**config.mk**
```make
export PLATFORM = sky130hd
export DESIGN_NAME = alu_exec_stage
export DESIGN_NICKNAME = d
export VERILOG_FILES = /design/src/rtl/alu_exec_stage.sv
export SDC_FILE = /design/constraint.sdc
export NUM_CORES = 1
export LEC_CHECK = 0
export BUFFER_PORTS_ARGS = -buffer_cell sky130_fd_sc_hd__buf_2
export CORE_ASPECT_RATIO = 1.2
export CORE_MARGIN = 2
export CORE_UTILIZATION = 50
export CTS_CLUSTER_DIAMETER = 100
export DETAILED_ROUTE_END_ITERATION = 10
export GPL_TIMING_DRIVEN = 1
export PLACE_DENSITY_LB_ADDON = 0.1
export SLEW_MARGIN = 0
export SYNTH_ARGS = -nofsm -noshare
export SYNTH_HDL_FRONTEND = slang
export SYNTH_SLANG_ARGS = --single-unit
```
**constraint.sdc**
```tcl
create_clock -name clk -period 1.85 [get_ports clk]
set_clock_uncertainty 0.15 [all_clocks]
set_input_delay 0.185 -clock clk [delete_from_list [all_inputs] [get_ports clk]]
set_output_delay 0.185 -clock clk [all_outputs]
set_load 0.02 [all_outputs]
```
**src/rtl/alu_exec_stage.sv**
```systemverilog
// Single-stage ALU (add/sub/cmp/ror/rol) with valid/ready handshake and completed-op counter.
// Define ALU_EXEC_SKID_EN for a two-entry skid buffer; otherwise a single output register is used.
module alu_exec_stage #(
  parameter int CNT_W = 16
) (
  input  logic             clk,
  input  logic             rst_n,
  input  logic             in_valid,
  output logic             in_ready,
  input  logic [2:0]       in_op,
  input  logic [31:0]      in_a,
  input  logic [31:0]      in_b,
  output logic             out_valid,
  input  logic             out_ready,
  output logic [31:0]      out_result,
  output logic             out_carry,
  output logic             out_zero,
  output logic             out_err,
  output logic [CNT_W-1:0] ops_done
);

  typedef struct packed {
    logic [31:0] result;
    logic        carry;
    logic        zero;
    logic        err;
  } res_t;

  function automatic res_t alu_compute(input logic [2:0] op, input logic [31:0] a,
                                       input logic [31:0] b);
    res_t       r;
    logic [32:0] wide;
    logic [4:0]  amt;
    r    = '0;
    wide = '0;
    amt  = b[4:0];
    case (op)
      3'd0: begin
        wide     = {1'b0, a} + {1'b0, b};
        r.result = wide[31:0];
        r.carry  = wide[32];
      end
      3'd1: begin
        wide     = {1'b0, a} - {1'b0, b};
        r.result = wide[31:0];
        r.carry  = wide[32];
      end
      3'd2: begin
        r.result = {31'b0, (a > b)};
        r.zero   = (a == b);
      end
      // A shift by 32 yields zero, so amount 0 naturally returns a unchanged.
      3'd3:    r.result = (a >> amt) | (a << (6'd32 - {1'b0, amt}));
      3'd4:    r.result = (a << amt) | (a >> (6'd32 - {1'b0, amt}));
      default: r.err = 1'b1;
    endcase
    if (op != 3'd2 && !r.err) r.zero = (r.result == 32'd0);
    return r;
  endfunction

  res_t             new_res;
  res_t             head_q, head_d;
  logic             in_xfer, out_xfer;
  logic [CNT_W-1:0] ops_done_q;

  assign new_res  = alu_compute(in_op, in_a, in_b);
  assign in_xfer  = in_valid && in_ready;
  assign out_xfer = out_valid && out_ready;

`ifdef ALU_EXEC_SKID_EN
  typedef enum logic [1:0] {EMPTY, ONE, TWO} state_t;

  state_t state_q, state_d;
  res_t   tail_q, tail_d;
  logic   not_full_q;

  // Registered ready, masked by rst_n so it is low throughout reset and high right after release.
  assign in_ready  = rst_n && not_full_q;
  assign out_valid = (state_q != EMPTY);

  always_ff @(posedge clk or negedge rst_n) begin
    if (!rst_n) begin
      state_q    <= EMPTY;
      head_q     <= '0;
      tail_q     <= '0;
      not_full_q <= 1'b1;
    end else begin
      state_q    <= state_d;
      head_q     <= head_d;
      tail_q     <= tail_d;
      not_full_q <= (state_d != TWO);
    end
  end

  always_comb begin
    state_d = state_q;
    head_d  = head_q;
    tail_d  = tail_q;
    case (state_q)
      EMPTY: begin
        if (in_xfer) begin
          head_d  = new_res;
          state_d = ONE;
        end
      end
      ONE: begin
        if (in_xfer && out_xfer) begin
          head_d = new_res;
        end else if (in_xfer) begin
          tail_d  = new_res;
          state_d = TWO;
        end else if (out_xfer) begin
          state_d = EMPTY;
        end
      end
      TWO: begin
        if (out_xfer) begin
          head_d  = tail_q;
          state_d = ONE;
        end
      end
      default: state_d = EMPTY;
    endcase
  end
`else
  logic valid_q, valid_d;

  assign in_ready  = rst_n && (!valid_q || out_ready);
  assign out_valid = valid_q;

  always_ff @(posedge clk or negedge rst_n) begin
    if (!rst_n) begin
      valid_q <= 1'b0;
      head_q  <= '0;
    end else begin
      valid_q <= valid_d;
      head_q  <= head_d;
    end
  end

  // A new op captured on the same edge as the drain simply replaces the register.
  always_comb begin
    valid_d = valid_q;
    head_d  = head_q;
    if (in_xfer) begin
      head_d  = new_res;
      valid_d = 1'b1;
    end else if (out_xfer) begin
      valid_d = 1'b0;
    end
  end
`endif

  always_ff @(posedge clk or negedge rst_n) begin
    if (!rst_n) ops_done_q <= '0;
    else if (out_xfer) ops_done_q <= ops_done_q + CNT_W'(1);
  end

  assign out_result = head_q.result;
  assign out_carry  = head_q.carry;
  assign out_zero   = head_q.zero;
  assign out_err    = head_q.err;
  assign ops_done   = ops_done_q;

endmodule

```
==> impl_metrics.json, run 1 <==
{
  "seq_area_frac_synth": 0.0910,
  "synth_seq_cells": 52,
  "grt_max_degree": 54,
  "lastStage": "global routing (5_1_grt)",
  "ctsHtreeMaxLevel": 2,
  "synthCells": 1904,
  "status": "did not finish",
  "chipWidth_um": 158,
  "cts_made_buffers": 5,
  "ys_warn_count": 0,
  "synthDistinctLibCells": 91,
  "async_flop_share": 1.00,
  "portBuffers": 123,
  "hpwl_mm": 67.3,
  "boundaryPins": 124,
  "worst_path_end_type": "register input",
  "syn_area_um2": 14300,
  "dp.cells": 2971,
  "start_util": 0.509,
  "placed_cell_area_um2": 20800,
  "cts.sinks": 52,
  "rows": 67,
  "chipHeight_um": 189,
  "cts_root_buf": "clkbuf_16",
  "gp_congestion": 1.28,
  "pre_cts_ws_ns": -2.53,
  "grt-worst-endpoint": "out_zero$_DFFE_PN0P_/D",
  "grt_usage": 0.737,
  "clk_path_buf_depth": 2,
  "synth_edf_count": 0,
  "synth_nets": 2044,
  "grt_overflow": 156,
  "syn_avg_cell_area_um2": 7.51,
  "ys.flop_type": "dfrtp_1",
  "toolErrorMsg": "[ERROR GRT-0232] Routing congestion too high. Check the congestion heatmap in the GUI."
}
cell families after synthesis:
kind of cell	Yosys count	share of synthesized area
flip-flops	52	0.0910
buffers and inverters	266	0.0803
multiplexers	270	0.259
AO/OA/AOI/OAI	593	0.284
adder cells (fa/ha/maj)	69	0.0614
AND/OR/NAND/NOR	611	0.198
XOR/XNOR	43	0.0269
what timing repair did:
item	in CTS
gates cloned	3
pin swaps	78
setup buffers	43
endpoints found under the hold margin	52
resized for setup	247
endpoints found under the setup margin	34
through the flow:
stage / util / hold WS (ns)
after global placement: 0.741 / 0.201
after CTS: 0.796 / -0.0989
after floorplan: - / -0.261
after detailed placement: 0.741 / 0.213
synthesized netlist by cell type, types with 50 or more instances:
| cell | instances | share of area |
|---|---|---|
| mux4_2 | 67 | 0.11 |
| dfrtp_1 | 52 | 0.091 |
| a21oi_1 | 112 | 0.039 |
| o21ai_0 | 116 | 0.041 |
| ha_1 | 67 | 0.059 |
| mux2_2 | 75 | 0.059 |
| mux2i_1 | 124 | 0.087 |
| nor3_1 | 50 | 0.017 |
| clkbuf_1 | 105 | 0.028 |
| nor2_1 | 164 | 0.043 |
| nand2_1 | 212 | 0.056 |
| inv_1 | 79 | 0.021 |
per-layer routing:
layer,overflow,GRT usage
met1,3,0.755
met3,3,0.549
met4,70,0.724
met5,0,0.143
met2,80,0.919
==> inputs of run 2 (changes only) <==
Settings changed: CORE_ASPECT_RATIO 1.2 to not set, CORE_UTILIZATION 50 to 35, CTS_CLUSTER_DIAMETER 100 to not set, PLACE_DENSITY_LB_ADDON 0.1 to 0.15.
Clock period 1.85 ns to 2.4 ns, I/O delays scaled along.
==> impl_metrics.json, run 2 <==
{
  "insertion_delay_ns": 0.29,
  "violations": "setup timing",
  "boundaryPins": 124,
  "endpoint_kind": "flop",
  "synth_top_area_cell": "mux4_2",
  "cts_tree": "yes",
  "status": "finished with violations",
  "portBuffers": 123,
  "largest_reg_flops": 32,
  "synth_seq_cells": 52,
  "power_density_nw_per_um2": 388,
  "power.leakage_nw": 10.9,
  "ys.flop_type": "dfrtp_1",
  "tightest_slew_ns": 0.801,
  "relSlewSlack": 0.464,
  "hold_ws_ns": 0.197,
  "synthTopCellsByCount": "nand2_1, nor2_1, mux2i_1, o21ai_0, a21oi_1",
  "async_flop_share": 1.00,
  "switchingPower_mw": 4.36,
  "clk_path_buf_depth": 2,
  "crit_required_ns": 2.44,
  "cap_violations": 0,
  "wl_per_cell_um": 28.8,
  "setup_viol": 34,
  "chipWidth_um": 206,
  "ctsHtreeMaxLevel": 2,
  "viasPerCell": 6.33,
  "grt_pass1_wl_mm": 131,
  "hpwl_mm": 75.0,
  "grt_max_degree": 54,
  "crit_arrival_ns": 4.02,
  "path_max_fanout": 6,
  "grt_overflow": 0,
  "wl_mm": 93.3,
  "cts.sinks": 52,
  "power_mw": 9.26,
  "num_vias": 20488,
  "chipHeight_um": 206,
  "rsz0062_at_grt": "true",
  "worst_setup_path_start_kind": "input port",
  "ys_warn_count": 0,
  "rows": 74,
  "synth_edf_count": 0,
  "mostFrequentLayoutCells": "buf_4, nand2_1, nor2_1",
  "instances_no_fill": 3235,
  "cts_root_buf": "clkbuf_16",
  "fin_crit_sh": 1.66,
  "detail_route.first_pass.iterations": 6,
  "ys_top_cells_by_area": "mux4_2, dfrtp_1, mux2i_1, mux2_2, ha_1",
  "synthDistinctLibCells": 91,
  "synthCells": 1904,
  "syn_avg_cell_area_um2": 7.51,
  "drt_iter0_drc": 2540,
  "dp.cells": 3134,
  "nets": 2842,
  "yosysMostFrequentCell": "nand2_1",
  "clkTransAtPathRegs_ns": 0.06,
  "max_freq_ghz": 0.251,
  "power.share.sequential": 0.122,
  "setup_slack_ns": -1.58,
  "synth_nets": 2044,
  "seq_area_frac_synth": 0.0910,
  "path_class": "input port to flop",
  "drive_above_1_share": 0.516,
  "sw_frac_of_total": 0.471,
  "n_fill_cell": 3788,
  "mostFrequentLayoutCell": "buf_4",
  "hold_class": "input port to flop",
  "vdd_drop_max_mv": 0.306,
  "tns_ns": -23.66,
  "grt_pass1_vias": 19199,
  "core_area_um2": 40600,
  "p_comb_frac": 0.780,
  "gp_congestion": 1.10,
  "drcViolationCount": 0,
  "cts_made_buffers": 5,
  "slew_violations": 0,
  "grt_antenna_before_repair": 3,
  "syn_to_final_growth_pct": 66.8,
  "start_util": 0.353,
  "hold_violations": 0,
  "timing.final.crit_period_ns": 3.98,
  "yosys.area.top_type_share": 0.105,
  "syn_area_um2": 14300,
  "clkPwrFrac": 0.099,
  "antenna_cells": 0,
  "dieArea_um2": 42500,
  "drtAntennaViolNets": 0,
  "grt_usage": 0.424,
  "intPower_mw": 4.90
}
run 2: timing repair:
| item | 4_1_cts | 5_1_grt |
|---|---|---|
| cloned | 2 | 2 |
| buffers inserted | 59 | 48 |
| hold endpoints to repair | 52 | 0 |
| gates resized for setup | 252 | 191 |
| endpoints found under the setup margin | 34 | 34 |
| hold buffers | 1 | 0 |
| pin swaps | 87 | 96 |
run 2: kinds of logic after synthesis:
group | share of synthesized area
AND/OR/NAND/NOR | 0.198
AO/OA/AOI/OAI | 0.284
multiplexers | 0.259
buffers and inverters | 0.0803
adder cells (fa/ha/maj) | 0.0614
flip-flops | 0.0910
XOR/XNOR | 0.0269
run 2: cell type report:
| type | instances | area (um^2) | share of cell area |
|---|---|---|---|
| Sequential cell | 52 | 1300 | 0.0545 |
| Clock buffer | 5 | 125 | 0.00524 |
| Multi-Input combinational cell | 1586 | 13500 | 0.567 |
| Clock inverter | 3 | 68.8 | 0.00288 |
| Timing Repair Buffer | 974 | 7840 | 0.329 |
| Inverter | 83 | 337 | 0.0141 |
| Tap cell | 532 | 666 | 0.0279 |
run 2: path summary, 6_finish.rpt:
| path | startpoint | end | slack (ns) | depth (start not counted) |
|---|---|---|---|---|
| setup / recovery | in_b[1] | out_zero$_DFFE_PN0P_ | -1.58 | 20 |
| hold / removal | out_ready | out_valid$_DFFE_PN0P_ | 0.20 | 4 |
| setup reg to reg | out_valid$_DFFE_PN0P_ | out_zero$_DFFE_PN0P_ | -0.14 | 11 |
| hold reg to reg | ops_done[15]$_DFFE_PN0P_ | ops_done[15]$_DFFE_PN0P_ | 0.32 | 1 |
| max in group asynchronous | rst_n | out_result[1]$_DFFE_PN0P_ | 1.18 | 3 |
| min in group asynchronous | rst_n | ops_done[8]$_DFFE_PN0P_ | 0.49 | 3 |
run 2: stage by stage:
stage,util,area [um^2],worst slack [ns]
2_1_floorplan,-,14800,-1.70
5_1_grt,0.588,23900,-1.68
4_1_cts,0.560,22700,-1.59
3_5_place_dp,0.517,21000,-2.19
3_3_place_gp,0.517,21000,-2.00
6_report,0.588,23900,-1.58
run 2: worst max-delay path, stage by stage:
cell and delay [ns]:
buf_8 0.11, inv_6 0.06, ha_4 0.19, buf_6 0.13, xor2_4 0.30, buf_12 0.17
buf_4 0.11, mux2_4 0.16, o211ai_1 0.21, a311oi_2 0.38, o2111ai_2 0.26, buf_4 0.24
nor2_2 0.14, nand4_1 0.14, nor4_2 0.17, nand4_1 0.19, nor4_4 0.35, buf_4 0.17
nand4_1 0.07, o31ai_1 0.23
run 2: power groups by stage:
stage               Combinational, mW  Clock (mW)  Sequential [mW]
floorplan                        2.77           0             1.29
finish                           7.22       0.913             1.13
detailed placement               6.02           0             1.14
global route                     7.47       0.959             1.14
CTS                              6.53       0.921             1.13
global placement                 6.01           0             1.13
run 2: per-layer routing:
layer | GRT usage | routed length (um)
met1 | 0.588 | 38400
met2 | 0.617 | 38200
met3 | 0.108 | 11500
met4 | 0.182 | 5210
met5 | 0 | 13
Note: power is estimated with default switching activity, not from simulation.
